<file path="config.mk">
export PLATFORM = sky130hd
export DESIGN_NAME = noc_packet_tx
export DESIGN_NICKNAME = d
export VERILOG_FILES = /design/src/rtl/noc_packet_tx.sv
export SDC_FILE = /design/constraint.sdc
export NUM_CORES = 1
export LEC_CHECK = 0
export BUFFER_PORTS_ARGS = -buffer_cell sky130_fd_sc_hd__clkbuf_2
export CAP_MARGIN = 20
export CORE_ASPECT_RATIO = 1.25
export CORE_MARGIN = 10
export CORE_UTILIZATION = 55
export CTS_BUF_LIST = sky130_fd_sc_hd__clkbuf_8
export DETAILED_ROUTE_END_ITERATION = 12
export MAX_ROUTING_LAYER = met4
export PLACE_DENSITY = 0.77
export SLEW_MARGIN = 40
export SYNTH_ARGS = -nofsm -noshare
export SYNTH_HDL_FRONTEND = slang
export SYNTH_SLANG_ARGS = --single-unit
</file>
<file path="constraint.sdc">
create_clock -name clk -period 6.6 [get_ports clk]
set_clock_uncertainty 0.15 [all_clocks]
set_input_delay 0.66 -clock clk [delete_from_list [all_inputs] [get_ports clk]]
set_output_delay 0.66 -clock clk [all_outputs]
set_load 0.005 [all_outputs]
</file>
<file path="src/rtl/noc_packet_tx.sv">
// Host-to-router packet transmitter: request FIFO, one-packet output stage with rolling seq.
// Optional stall watchdog is enabled by defining NOC_TX_TIMEOUT_EN.
module noc_packet_tx #(
  parameter int FIFO_DEPTH     = 4,
  parameter int TIMEOUT_CYCLES = 64
) (
  input  logic                          clk,
  input  logic                          rst,
  input  logic                          in_valid,
  output logic                          in_ready,
  input  logic [1:0]                    in_type,
  input  logic [7:0]                    in_data,
  output logic [12:0]                   packet,
  output logic                          src_valid,
  input  logic                          src_ready,
  output logic [$clog2(FIFO_DEPTH):0]   fifo_count,
  output logic                          err_type,
  output logic                          timeout
);
  localparam int AW = $clog2(FIFO_DEPTH);
  localparam int CW = AW + 1;

  // Output-stage handshake: a packet transfers on any posedge where src_valid && src_ready;
  // while src_valid is high and src_ready is low, packet and src_valid are held unchanged.
  typedef enum logic {IDLE = 1'b0, SEND = 1'b1} state_t;

  state_t        state_q, state_d;
  logic [9:0]    mem_q [FIFO_DEPTH];
  logic [AW-1:0] wr_ptr_q, wr_ptr_d;
  logic [AW-1:0] rd_ptr_q, rd_ptr_d;
  logic [CW-1:0] count_q, count_d;
  logic [12:0]   packet_q, packet_d;
  logic [2:0]    seq_q, seq_d;
  logic          err_q, err_d;
  logic          accept, push, pop;

  always_comb begin
    in_ready = !rst && (count_q < CW'(FIFO_DEPTH));
    accept   = in_valid && in_ready;
    push     = accept && (in_type != 2'b11);
    // Pop only reads entries already stored; a same-cycle push is never bypassed.
    pop      = (count_q != '0) && ((state_q == IDLE) || src_ready);

    wr_ptr_d = push ? wr_ptr_q + AW'(1) : wr_ptr_q;
    rd_ptr_d = pop ? rd_ptr_q + AW'(1) : rd_ptr_q;
    count_d  = count_q + CW'(push) - CW'(pop);
    err_d    = accept && (in_type == 2'b11);
    packet_d = packet_q;
    seq_d    = seq_q;
    state_d  = state_q;

    if (pop) begin
      packet_d = {mem_q[rd_ptr_q][9:8], seq_q, mem_q[rd_ptr_q][7:0]};
      seq_d    = seq_q + 3'd1;
      state_d  = SEND;
    end else if ((state_q == SEND) && src_ready) begin
      state_d  = IDLE;
    end
  end

  always_ff @(posedge clk) begin
    if (rst) begin
      state_q  <= IDLE;
      wr_ptr_q <= '0;
      rd_ptr_q <= '0;
      count_q  <= '0;
      packet_q <= '0;
      seq_q    <= '0;
      err_q    <= 1'b0;
    end else begin
      state_q  <= state_d;
      wr_ptr_q <= wr_ptr_d;
      rd_ptr_q <= rd_ptr_d;
      count_q  <= count_d;
      packet_q <= packet_d;
      seq_q    <= seq_d;
      err_q    <= err_d;
    end
  end

  always_ff @(posedge clk) begin
    if (push) begin
      mem_q[wr_ptr_q] <= {in_type, in_data};
    end
  end

  assign src_valid  = (state_q == SEND);
  assign packet     = packet_q;
  assign fifo_count = count_q;
  assign err_type   = err_q;

`ifdef NOC_TX_TIMEOUT_EN
  localparam int SW = $clog2(TIMEOUT_CYCLES + 1);

  logic [SW-1:0] stall_q, stall_d;
  logic          timeout_q, timeout_d;

  always_comb begin
    stall_d   = '0;
    timeout_d = timeout_q;
    if ((state_q == SEND) && !src_ready) begin
      // Counter saturates so a very long stall cannot wrap back below the threshold.
      stall_d = (int'(stall_q) >= TIMEOUT_CYCLES) ? stall_q : stall_q + SW'(1);
      if (int'(stall_q) + 1 >= TIMEOUT_CYCLES) begin
        timeout_d = 1'b1;
      end
    end
  end

  always_ff @(posedge clk) begin
    if (rst) begin
      stall_q   <= '0;
      timeout_q <= 1'b0;
    end else begin
      stall_q   <= stall_d;
      timeout_q <= timeout_d;
    end
  end

  assign timeout = timeout_q;
`else
  logic unused_timeout_cfg;
  assign unused_timeout_cfg = ^TIMEOUT_CYCLES;
  assign timeout = 1'b0;
`endif
endmodule

</file>
Yosys cells after proc, flatten, opt, wreduce, memory -nomap -nowiden
Memory sizes are Yosys's and may differ from the RTL's. A register that Yosys moved wholly into a read port is not among the register bits.
Cells that the tools add are included.
- $add $sub $neg: 5
- order comparisons: 1
- equal/unequal tests: 2
- multiplexer cells: 4
- bitwise gates (word level): 1
- reduce and logical (&&, ||, !) cells: 10
- operators by type and width (operator ; number):
    1-bit logical AND ; 6
    2-bit by 1-bit adder with 2-bit output, second input constant ; 2
    1-bit two-way mux ; 4
    3-bit by 1-bit adder with 3-bit output ; 1
    3-bit by 1-bit adder with 3-bit output, second input constant ; 1
    3-bit < comparator, second input constant ; 1
    3-bit nonzero test ; 1
    3-bit by 1-bit subtractor with 3-bit output ; 1
    2-bit == test, second input constant ; 1
    2-bit != test, second input constant ; 1
    2-bit nonzero test ; 1
    1-bit logical NOT ; 1
    1-bit logical OR ; 1
    1-bit inverter ; 1
- flip-flop bits (word level): 25
- bits in writable memories: 40
- word-level logic and storage cells: 31
- memories kept: 1
- memory list (memory ; words ; width ; read ports ; clocked after memory_dff ; write ports ; RTL line ; RTL):
    mem_q ; 4 ; 10 ; 1 ; 1 ; 1 ; 28 ; logic [9:0] mem_q [FIFO_DEPTH];

Longest topological paths before layout
Gate-level depths: netlist of the first run.
- word-level depth: 6
- gate-level depth with buffers: 11

Least setup slack after synthesis of the first run
Ideal clock, no wire load.
- path type: input-to-reg
- start: input port rst
- end: register count_q[2], in the netlist fifo_count[2]
- setup time: 0.078 ns
- arrival time: 2.503 ns
- data required time: 6.372 ns
- path slack: 3.869 ns
- stages on the path: 11
- path through: or3b_2 > nor2_1 > inv_1 > ha_1 > inv_1 > ha_1 > inv_1 > fa_1 > xor2_1 > and2_1 > nor3_1
- cells in the longest elaborated chain, start to end: 6
- ends and longest elaborated chain (element ; RTL line ; RTL):
    from (decl) ; 8 ; input logic rst,
    1-bit logical NOT ; 38 ; in_ready = !rst && (count_q < CW'(FIFO_DEPTH));
    1-bit logical AND ; 38 ;
    1-bit logical AND ; 39 ; accept = in_valid && in_ready;
    1-bit logical AND ; 40 ; push = accept && (in_type != 2'b11);
    3-bit by 1-bit adder with 3-bit output ; 46 ; count_d = count_q + CW'(push) - CW'(pop);
    3-bit by 1-bit subtractor with 3-bit output ; 46 ;
    to (signal assigned) ; 74 ; count_q <= count_d;
    to (decl) ; 31 ; logic [CW-1:0] count_q, count_d;
Several ways; a longest one is shown, not always the timed one.
A chain may end at the register's enable or synchronous reset.

Final worst setup path of the first run
Ends and elaborated chain as after synthesis.

==> summary.md, run 1 <==
| Metric | Value |
|---|---|
| Register area | 1700 sq um |
| Cell mode on critical path | inv_1 |
| Ant. Diodes | 0 |
| Most frequent cells in the layout | edfxtp_1, clkbuf_2, dfxtp_1, a21oi_1, o21ai_0 |
| Root Driver | clkbuf_8 |
| Status | finished clean |
| Area grow syn2layout | 14.6% |
| Bufs and invs on worst path | 4 |
| Placeable Area | 4490 sq um |
| DRT iter0 DRCs | 102 |
| Ys Warns | 0 |
| Tcrit/Tclk final | 0.441 |
| Worst min path class | reg2reg |
| CP Cell Sequence | clkbuf_2, or3b_2, nor2_1, inv_1, ha_1, inv_1, ha_1, inv_1, fa_1, xor2_1, and2_1, nor3_1 |
| Largest net degree at the start of global routing | 30 |
| Cell Rows | 27 |
| CTS Buffer Depth | 2 |
| Post-layout power | 1.21 mW |
| Fin Setup TNS | 0 ps |
| Leak Pwr | 1.10 nW |
| Cells after Synth | 189 |
| Multi-input gate area | 783 sq um |
| Sink Count | 65 |
| Synth Area per Inst | 13.7 sq um |
| Final instance area | 2970 sq um |
| Drc violations | 0 |
| Critical Path Sink Type | flop |
| Unrepaired setup endpoints after global routing | no |
| Slew Limit Fails | 0 |
| Starting Density | 0.577 |
| Tot GR Track Use | 0.131 |
| Element type at the critical path start | input port |
| Via density | 5.58 |
| Most common cell after layout, fill and taps aside | edfxtp_1 |
| Die area | 7870 sq um |
| DRT Wirelength | 4760 um |
| Worst-margin pin slew | 605 ps |
| 1st-pass router iterations | 4 |
| Initial antenna violation count | 0 |
| Routed WL per cell | 16.9 um |
| Max cap viols | 0 |
| Fillers | 336 |
| Critical-path cell with the highest stage delay | or3b_2 |
| Critical Path RT | 6720 ps |
| I/O Pins | 34 |
| Syn nets | 211 |
| Setup Crit Path Kind | in2reg |
| Crit path time final | 2910 ps |
| WP data arrival | 3030 ps |
| Worst vdd ir | 0.266 mV |
| Worst-path clk slew | 70 ps |
| FF+latch count, synth | 65 |
| Crit path max fanout | 29 |
| CTS buffer count | 9 |
| Pwr Density | 409 nW/um^2 |
| Relative slew slack | 0.596 |
| Setup Fix Bufs, Post-CTS | 0 |
| Final Net Count | 240 |
| First-pass GRT wire length | 7660 um |
| Placed cell area | 2750 sq um |
| Height of the die | 96.7 um |
| Final Setup Violations | 0 |
| Yosys cell types | 28 |
| Post-cts gate resize count | 0 |
| Die X-Extent | 81.4 um |
| Synthesized area | 2590 sq um |
| Crit-path leading delay family | simple AND/OR/NAND/NOR gates |
| Hold_buf cts | 0 |
| Vias | 1569 |
| RePlAce Congestion | 0.745 |
| Clk Latency, worst-skew pair | 340 ps |
| Largest stage delay on the critical path | 590 ps |
| Detail Route Antenna Nets | 0 |
| Max Fclk | 0.344 GHz |
| Final Hold Viols | 0 |
| Share of layout cells above drive strength 1 | 0.274 |
| Htree depth | 3 |
| DP Wirelength | 3080 um |
| IO Port Bufs | 32 |
| CTS tree | built |
| Vias in the first global route | 1480 |
| Register area share after synthesis | 0.657 |
| Gr ovfl total | 0 |
-- registers in the layout (all words and copies together), names as in the netlist --
register    count
wr_ptr_q        2
fifo_count      3
src_valid       1
packet         13
rd_ptr_q        2
err_type        1
seq_q           3
mem_q          40
-- tightest hold or removal path, delay by kind of cell (launching register included) --
family | cells | cell delay, ps
AO/OA/AOI/OAI | 2 | 120
flip-flops | 1 | 310
-- metrics by stage --
step / cells / util / setup slack [ps] / hold slack, ps
6_report: 281 / 0.661 / 3690 / 327
2_1_floorplan: 189 / - / 3870 / 307
3_3_place_gp: 265 / 0.612 / 3390 / 319
3_5_place_dp: 265 / 0.612 / 3320 / 318
4_1_cts: 281 / 0.661 / 3700 / 327
5_1_grt: 281 / 0.661 / 3500 / 367
-- report_power, final --
group	total (mW)	internal [mW]	switching [mW]	leakage, nW
clock network	0.369	0.213	0.156	0.108
registers	0.549	0.489	0.0602	0.567
logic	0.297	0.146	0.152	0.420
total	1.21	0.847	0.368	1.10
-- metal layers --
| layer | global-route usage | routed length, um | vias up |
|---|---|---|---|
| li1 | - | - | 760 |
| met5 | - | 0 | - |
| met2 | 0.181 | 2310 | 54 |
| met3 | 0.0388 | 334 | 10 |
| met1 | 0.160 | 2010 | 745 |
| met4 | 0.0890 | 104 | 0 |
-- area by class of cell --
| class | count | share of cell area |
|---|---|---|
| flip-flops and latches | 65 | 0.573 |
| clock buffers | 9 | 0.0417 |
| multi-input cells | 102 | 0.264 |
| well taps | 58 | 0.0244 |
| repair buffers | 33 | 0.0564 |
| clock inverters | 7 | 0.0316 |
| inverters | 7 | 0.00885 |
-- cells by family (layout without fill, tap and decap cells) --
| family | after synthesis | count (layout) | share of synthesized area |
|---|---|---|---|
| multiplexers | 10 | 10 | 0.0869 |
| other | 1 | 1 | 0.00145 |
| AND/OR/NAND/NOR | 41 | 41 | 0.0831 |
| adder cells (fa/ha/maj) | 8 | 8 | 0.0415 |
| flip-flops | 65 | 65 | 0.657 |
| buffers and inverters | 22 | 56 | 0.0420 |
| XOR/XNOR | 1 | 1 | 0.00338 |
| AO/OA/AOI/OAI | 41 | 41 | 0.0850 |
-- cell usage after synthesis --
| cell type | number | area share |
|---|---|---|
| a21oi_1 | 19 | 0.037 |
| a311oi_1 | 2 | 0.0068 |
| a31o_1 | 2 | 0.0068 |
| and2_1 | 2 | 0.0048 |
| and3_1 | 4 | 0.0097 |
| buf_1 | 1 | 0.0014 |
| buf_2 | 6 | 0.012 |
| buf_4 | 1 | 0.0029 |
| buf_6 | 2 | 0.0087 |
| clkbuf_1 | 5 | 0.0072 |
| conb_1 | 1 | 0.0014 |
| dfxtp_1 | 25 | 0.19 |
| edfxtp_1 | 40 | 0.46 |
| fa_1 | 1 | 0.0077 |
| ha_1 | 7 | 0.034 |
| inv_1 | 7 | 0.010 |
| mux4_2 | 10 | 0.087 |
| nand2_1 | 1 | 0.0014 |
| nand2b_1 | 1 | 0.0024 |
| nand3_1 | 16 | 0.031 |
| nor2_1 | 8 | 0.012 |
| nor2b_1 | 2 | 0.0048 |
| nor3_1 | 2 | 0.0039 |
| nor3b_1 | 1 | 0.0029 |
| o21ai_0 | 18 | 0.035 |
| or3_1 | 3 | 0.0072 |
| or3b_2 | 1 | 0.0034 |
| xor2_1 | 1 | 0.0034 |
-- worst paths after layout --
check,cells past startpoint,slack [ps],start,to
worst max-delay path,12,3690,rst,fifo_count[2]
worst min register to register,2,330,packet[8],packet[8]
worst max register to register,10,4030,src_valid,fifo_count[2]
worst min-delay path,2,330,packet[8],packet[8]
(Power assumes the default switching activity.)
==> run 2: changes to the inputs <==
CORE_UTILIZATION = 53   (was 55)
clock period = 2.6 ns   (was 6.6 ns; I/O delays follow)
==> run 2 against run 1 <==
Net effect:
- via count is 2.5% higher
- first-iteration DRC count is 34% lower
- register-to-register slack worse by 3800 ps
- cell count is 6.4% higher
- cell area is 3.7% higher
- clock power is 120% higher
- flip-flop and latch count stayed put
- sequential share of layout area is 2.1 points lower
- utilization is 0.98 points lower
- power is 140% higher
==> summary.md, run 2 (synthesis results as in run 1) <==
| Metric | Value |
|---|---|
| Status | finished clean |
| Clk Latency, worst-skew pair | 340 ps (about the same) |
| Height of the die | 98.2 um (+1.5%) |
| Gr ovfl total | 0 (unchanged) |
| DP Wirelength | 3000 um (-2.6%) |
| Largest register FFs | 40 (unchanged) |
| Die X-Extent | 82.5 um (+1.4%) |
| Internal Pwr Total | 2.07 mW (+140%) |
| Crit path time final | 2410 ps |
| First-pass GRT wire length | 7330 um (-4.3%) |
| Met3 wire length | 293 um (-12%) |
| Top routing layer in use | met4 |
| Cell Rows | 28 (+3.7%) |
| Max Fclk | 0.416 GHz |
| Final Setup Violations | 0 (unchanged) |
| Most frequent cells in the layout | edfxtp_1, clkbuf_2, dfxtp_1, a21oi_1, o21ai_0 |
| 1st-pass router iterations | 4 (unchanged) |
| Detail Route Antenna Nets | 0 (unchanged) |
| Met2 routed WL | 2260 um (-2.2%) |
| Routed WL per cell | 15.1 um (-11%) |
| Worst-path clk slew | 70 ps (about the same) |
| Largest stage delay on the critical path | 400 ps (-190 ps) |
| Worst-margin pin slew | 598 ps (-7.41 ps) |
| Largest net degree at the start of global routing | 29 (-3.3%) |
| I/O Pins | 34 (unchanged) |
| Max cap viols | 0 (unchanged) |
| Placeable Area | 4730 sq um (+5.3%) |
| IO Port Bufs | 32 (unchanged) |
| Final Hold Viols | 0 (unchanged) |
| Cell mode on critical path | inv_1 |
| Starting Density | 0.548 (-0.0288) |
| Via density | 5.38 (-3.6%) |
| Initial antenna violation count | 0 (unchanged) |
| Ant. Diodes | 0 (unchanged) |
| Critical-path cell with the highest stage delay | or3b_4 |
| Htree depth | 3 (unchanged) |
| Critical Path RT | 2710 ps (-4010 ps) |
| Setup Crit Path Kind | reg2reg |
| Most common cell after layout, fill and taps aside | edfxtp_1 |
| Sw Share | 0.300 (-0.00303) |
| CTS buffer count | 9 (unchanged) |
| Area grow syn2layout | 18.9% |
| Final instance area | 3080 sq um (+3.7%) |
| Sink Count | 65 (unchanged) |
| Met1 wire length | 1870 um (-7.0%) |
| Critical Path Sink Type | flop |
| Most flops, register | mem_q |
| Worst min path class | in2reg |
| Setup Fix Bufs, Post-CTS | 0 (unchanged) |
| Relative slew slack | 0.601 (+0.00494) |
| Drc violations | 0 (unchanged) |
| Element type at the critical path start | flop |
| Root Driver | clkbuf_8 |
| RePlAce Congestion | 0.762 (+2.2%) |
| Unrepaired setup endpoints after global routing | no |
| Clk pwr share | 0.270 (-0.033) |
| WP data arrival | 2520 ps (-510 ps) |
| Fin Setup TNS | 0 ps (unchanged) |
| Fillers | 362 (+7.7%) |
| Tcrit/Tclk final | 0.925 |
| CTS tree | built |
| Slew Limit Fails | 0 (unchanged) |
| DRT Wirelength | 4530 um (-4.9%) |
| Gate power share | 0.280 (+0.035) |
| Vias | 1609 (+2.5%) |
| Placed cell area | 2810 sq um (+2.2%) |
| Flop pwr share | 0.450 (-0.002) |
| Crit path max fanout | 4 (-86%) |
| CTS Buffer Depth | 2 (unchanged) |
| Pwr Density | 960 nW/um^2 (+130%) |
| Final core utilization | 0.651 (-0.00977) |
| Final Net Count | 256 (+6.7%) |
| CP Cell Sequence | or3b_4, nor2_1, inv_1, ha_1, inv_1, ha_1, inv_1, fa_1, xor2_1, and2_1, nor3_1 |
| Share of layout cells above drive strength 1 | 0.272 (-0.00158) |
| Vias in the first global route | 1586 (+7.2%) |
| Tot GR Track Use | 0.125 (-0.00666) |
| Worst vdd ir | 0.432 mV (+62%) |
| Sw power | 0.887 mW (+140%) |
| Die area | 8100 sq um (+2.9%) |
| Leak Pwr | 1.16 nW (+5.8%) |
| DRT iter0 DRCs | 67 (-34%) |
## run 2: timing repair
| item | in CTS | in global routing |
|---|---|---|
| gates resized for setup | 0 | 1 |
| setup endpoints to repair | 0 | 1 |
| hold buffers | 8 | 0 |
| hold endpoints to repair | 32 | 0 |
## run 2: worst paths after layout
kind,start,end,depth (start not counted),slack [ps]
setup / recovery,fifo_count[2],fifo_count[2],11,190
hold / removal,in_type[1],mem_q[1][9],1,30
setup reg to reg,fifo_count[2],fifo_count[2],11,190
hold reg to reg,packet[5],packet[5],2,320
## run 2: area by class of cell
type | count | area, sq um | area share
multi-input combinational | 102 | 783 | 0.254
clock inverter | 7 | 62.6 | 0.0203
clock buffer | 9 | 124 | 0.0402
tap | 60 | 75.1 | 0.0244
sequential | 65 | 1700 | 0.552
inverter | 7 | 26.3 | 0.00853
timing repair buffer | 49 | 308 | 0.0999
## run 2: per-layer routing
| metal | global-route usage | vias to the layer above |
|---|---|---|
| met4 | 0.0839 | 0 |
| li1 | - | 790 |
| met5 | - | - |
| met1 | 0.132 | 780 |
| met3 | 0.0514 | 9 |
| met2 | 0.184 | 30 |
## run 2: through the flow
stage                     total power [mW]  std cells  hold WS [ps]  worst slack [ps]
after floorplan                       1.96        189           209               144
after global placement                2.17        275           314               129
after detailed placement              2.19        275           317              50.1
after CTS                             3.00        299         0.757              82.1
after global routing                  3.16        299          8.96              33.7
final                                 2.96        299          28.1               195
## run 2: power by group through the flow
stage	combinational (mW)	sequential, mW	clock (mW)
2_1_floorplan	0.616	1.34	0
3_3_place_gp	0.815	1.35	0
3_5_place_dp	0.831	1.36	0
4_1_cts	0.845	1.34	0.824
5_1_grt	0.943	1.35	0.866
6_report	0.829	1.33	0.798
## run 2: critical path, delay by kind of cell, from the launching register on
| kind | cells | cell delay [ps] |
|---|---|---|
| XOR/XNOR | 1 | 160 |
| adder cells (fa/ha/maj) | 3 | 780 |
| buffers and inverters | 3 | 150 |
| flip-flops | 1 | 320 |
| AND/OR/NAND/NOR | 4 | 760 |
==> run 3: changes to the inputs <==
CORE_UTILIZATION = 55   (was 53)
MAX_ROUTING_LAYER = unset   (was met4)
clock period = 2.4 ns   (was 2.6 ns; I/O delays follow)
==> run 3 against run 2 <==
Net effect:
- the flow now finishes with violations (setup timing)
- power grew 8.7%
- register-to-register slack lost 200 ps
- maximum frequency is 0.14% higher
- non-clock buffer count increased by 4
- clock-buffer cell count is the same
- sequential share of layout area shrank 1.0 points
- largest cell class unchanged
==> summary.md, run 3 (synthesis results as in run 1) <==
| Metric | Value |
|---|---|
| Clk Latency, worst-skew pair | 340 ps (about the same) |
| Hold_ws | 17.1 ps (-11.1 ps) |
| FF-to-FF Start | fifo_count[2] |
| Share of layout cells above drive strength 1 | 0.321 (+0.0490) |
| Crit-path leading delay family | simple AND/OR/NAND/NOR gates |
| Largest stage delay on the critical path | 410 ps (about the same) |
| Cell Rows | 27 (-3.6%) |
| Reg-to-Reg End | fifo_count[2] |
| Tcrit/Tclk final | 1.00 (+0.0757) |
| Post-layout power | 3.21 mW (+8.7%) |
| Tot GR Track Use | 0.128 (+0.00318) |
| Cell mode on critical path | inv_2 |
| Critical Path Sink Type | flop |
| Worst-margin pin slew | 608 ps (+10.0 ps) |
| Routed WL per cell | 16.0 um (+5.8%) |
| Largest net degree at the start of global routing | 29 (unchanged) |
| Place WS | -20.7 ps (-70.7 ps) |
| Drc violations | 0 (unchanged) |
| Most flops, register | mem_q |
| DRT Wirelength | 4820 um (+6.5%) |
| Ant. Diodes | 0 (unchanged) |
| Die area | 7870 sq um (-2.8%) |
| Gr ovfl total | 0 (unchanged) |
| RePlAce Congestion | 0.719 (-5.6%) |
| Bufs and invs on worst path | 3 (unchanged) |
| CTS tree | built |
| Critical Path RT | 2510 ps (-200 ps) |
| Worst Setup SP | fifo_count[2] |
| Placed insts | 276 (+0.36%) |
| Relative slew slack | 0.595 (-0.00667) |
| CP Cell Sequence | or3b_4, nor2_4, inv_2, ha_4, inv_2, ha_4, inv_2, fa_2, xor2_2, and2_1, nor3_1 |
| Critical-path cell with the highest stage delay | or3b_4 |
| Root Driver | clkbuf_8 |
| Final setup margin | -1.80 ps (-197 ps) |
| Htree depth | 3 (unchanged) |
| Layout Cells excl Fill | 301 (+0.67%) |
| Via density | 5.34 (-0.85%) |
| Initial antenna violation count | 0 (unchanged) |
| Most frequent cells in the layout | edfxtp_1, clkbuf_2, dfxtp_1, a21oi_1, o21ai_0 |
| WP data arrival | 2510 ps (about the same) |
| Placeable Area | 4490 sq um (-5.0%) |
| Final Net Count | 260 (+1.6%) |
| Fillers | 307 (-15%) |
| Crit path max fanout | 2 (-2) |
| Final Setup Violations | 1 (+1) |
| Area grow syn2layout | 21.2% |
| Worst min path class | in2reg |
| Final Hold Viols | 0 (unchanged) |
| Die X-Extent | 81.4 um (-1.4%) |
| Most common cell after layout, fill and taps aside | edfxtp_1 |
| Leak Pwr | 1.18 nW (+1.4%) |
| I/O Pins | 34 (unchanged) |
| Final instance area | 3140 sq um (+1.9%) |
| Min-delay src | in_type[1] |
| Worst-path clk slew | 70 ps (about the same) |
| Reg2reg setup slack | -2 ps (-200 ps) |
| Crit path time final | 2400 ps (-3.46 ps) |
| IO Port Bufs | 32 (unchanged) |
| Starting Density | 0.577 (+0.0288) |
| Failing checks | setup timing |
| DRT iter0 DRCs | 89 (+33%) |
| Worst vdd ir | 0.491 mV (+14%) |
| Fin Setup TNS | -1.80 ps (-1.80 ps) |
| 1st-pass router iterations | 4 (unchanged) |
| Element type at the critical path start | flop |
| Vias in the first global route | 1613 (+1.7%) |
| Sink Count | 65 (unchanged) |
| CTS buffer count | 9 (unchanged) |
| Setup Crit Path Kind | reg2reg |
| CTS Buffer Depth | 2 (unchanged) |
| Final core utilization | 0.699 (+0.0476) |
| Max cap viols | 0 (unchanged) |
| Max Fclk | 0.416 GHz (+0.14%) |
| Slew Limit Fails | 0 (unchanged) |
| First-pass GRT wire length | 7670 um (+4.6%) |
| Detail Route Antenna Nets | 0 (unchanged) |
| Placed cell area | 2850 sq um (+1.2%) |
| Unrepaired setup endpoints after global routing | yes |
| Vias | 1606 (-0.19%) |
| WHS Path Cells | 1 (unchanged) |
| Status | complete, but fails checks |
| DP Wirelength | 3120 um (+3.7%) |
| Pwr Density | 1020 nW/um^2 (+6.6%) |
| Hold EP | mem_q[0][9] |
| Height of the die | 96.7 um (-1.5%) |
| Reg2Reg Depth | 11 (unchanged) |
| Largest register FFs | 40 (unchanged) |
[run 3: cell count changes in the layout (fill, tap and decap cells not counted), sizes merged]
| cell | change |
|---|---|
| buf | +4 |
| inv | +2 |
| clkinv | -1 |
| bufinv | -1 |
[run 3: what timing repair did]
action	CTS	global route
endpoints found under the hold margin	32	0
hold buffers	8	0
setup buffers	0	1
pin swaps	1	7
endpoints found under the setup margin	1	1
resized for setup	1	12
[run 3: how the worst max path moves through the flow]
stage / endpoint / slack, ps / depth (start not counted)
after CTS: fifo_count[2] / 5 / 11
after global placement: fifo_count[2] / 40 / 12
after detailed placement: fifo_count[2] / -20 / 12
final: fifo_count[2] / -2 / 11
after global routing: fifo_count[2] / -110 / 11
after floorplan: fifo_count[2] / 30 / 11
[run 3: cell type report]
class                      count  area [sq um]  area share
sequential                    65          1700       0.542
multi-input combinational    102           833       0.265
timing repair buffer          53           350       0.112
clock buffer                   9           124      0.0394
tap                           58          72.6      0.0231
clock inverter                 7          31.3     0.00996
inverter                       7          26.3     0.00837
[run 3: metal layers]
| layer | vias to the layer above | wire length, um | global-route usage |
|---|---|---|---|
| met5 | - | 0 | 0 |
| met4 | 0 | 91 | 0.0876 |
| met3 | 6 | 261 | 0.0397 |
| met2 | 33 | 2440 | 0.194 |
| met1 | 764 | 2030 | 0.147 |
| li1 | 803 | - | - |
[run 3: power breakdown]
part           internal [mW]  total (mW)  switching (mW)
Sequential              1.34        1.44          0.0958
Clock                  0.354       0.737           0.384
Combinational          0.508        1.04           0.530
[run 3: worst register-to-register path, stage by stage, from the launching register on]
cell and delay [ps]:
dfxtp_2 320, or3b_4 410, nor2_4 120, inv_2 50, ha_4 200, inv_2 60, ha_4 120, inv_2 40
fa_2 390, xor2_2 180, and2_1 140, nor3_1 140
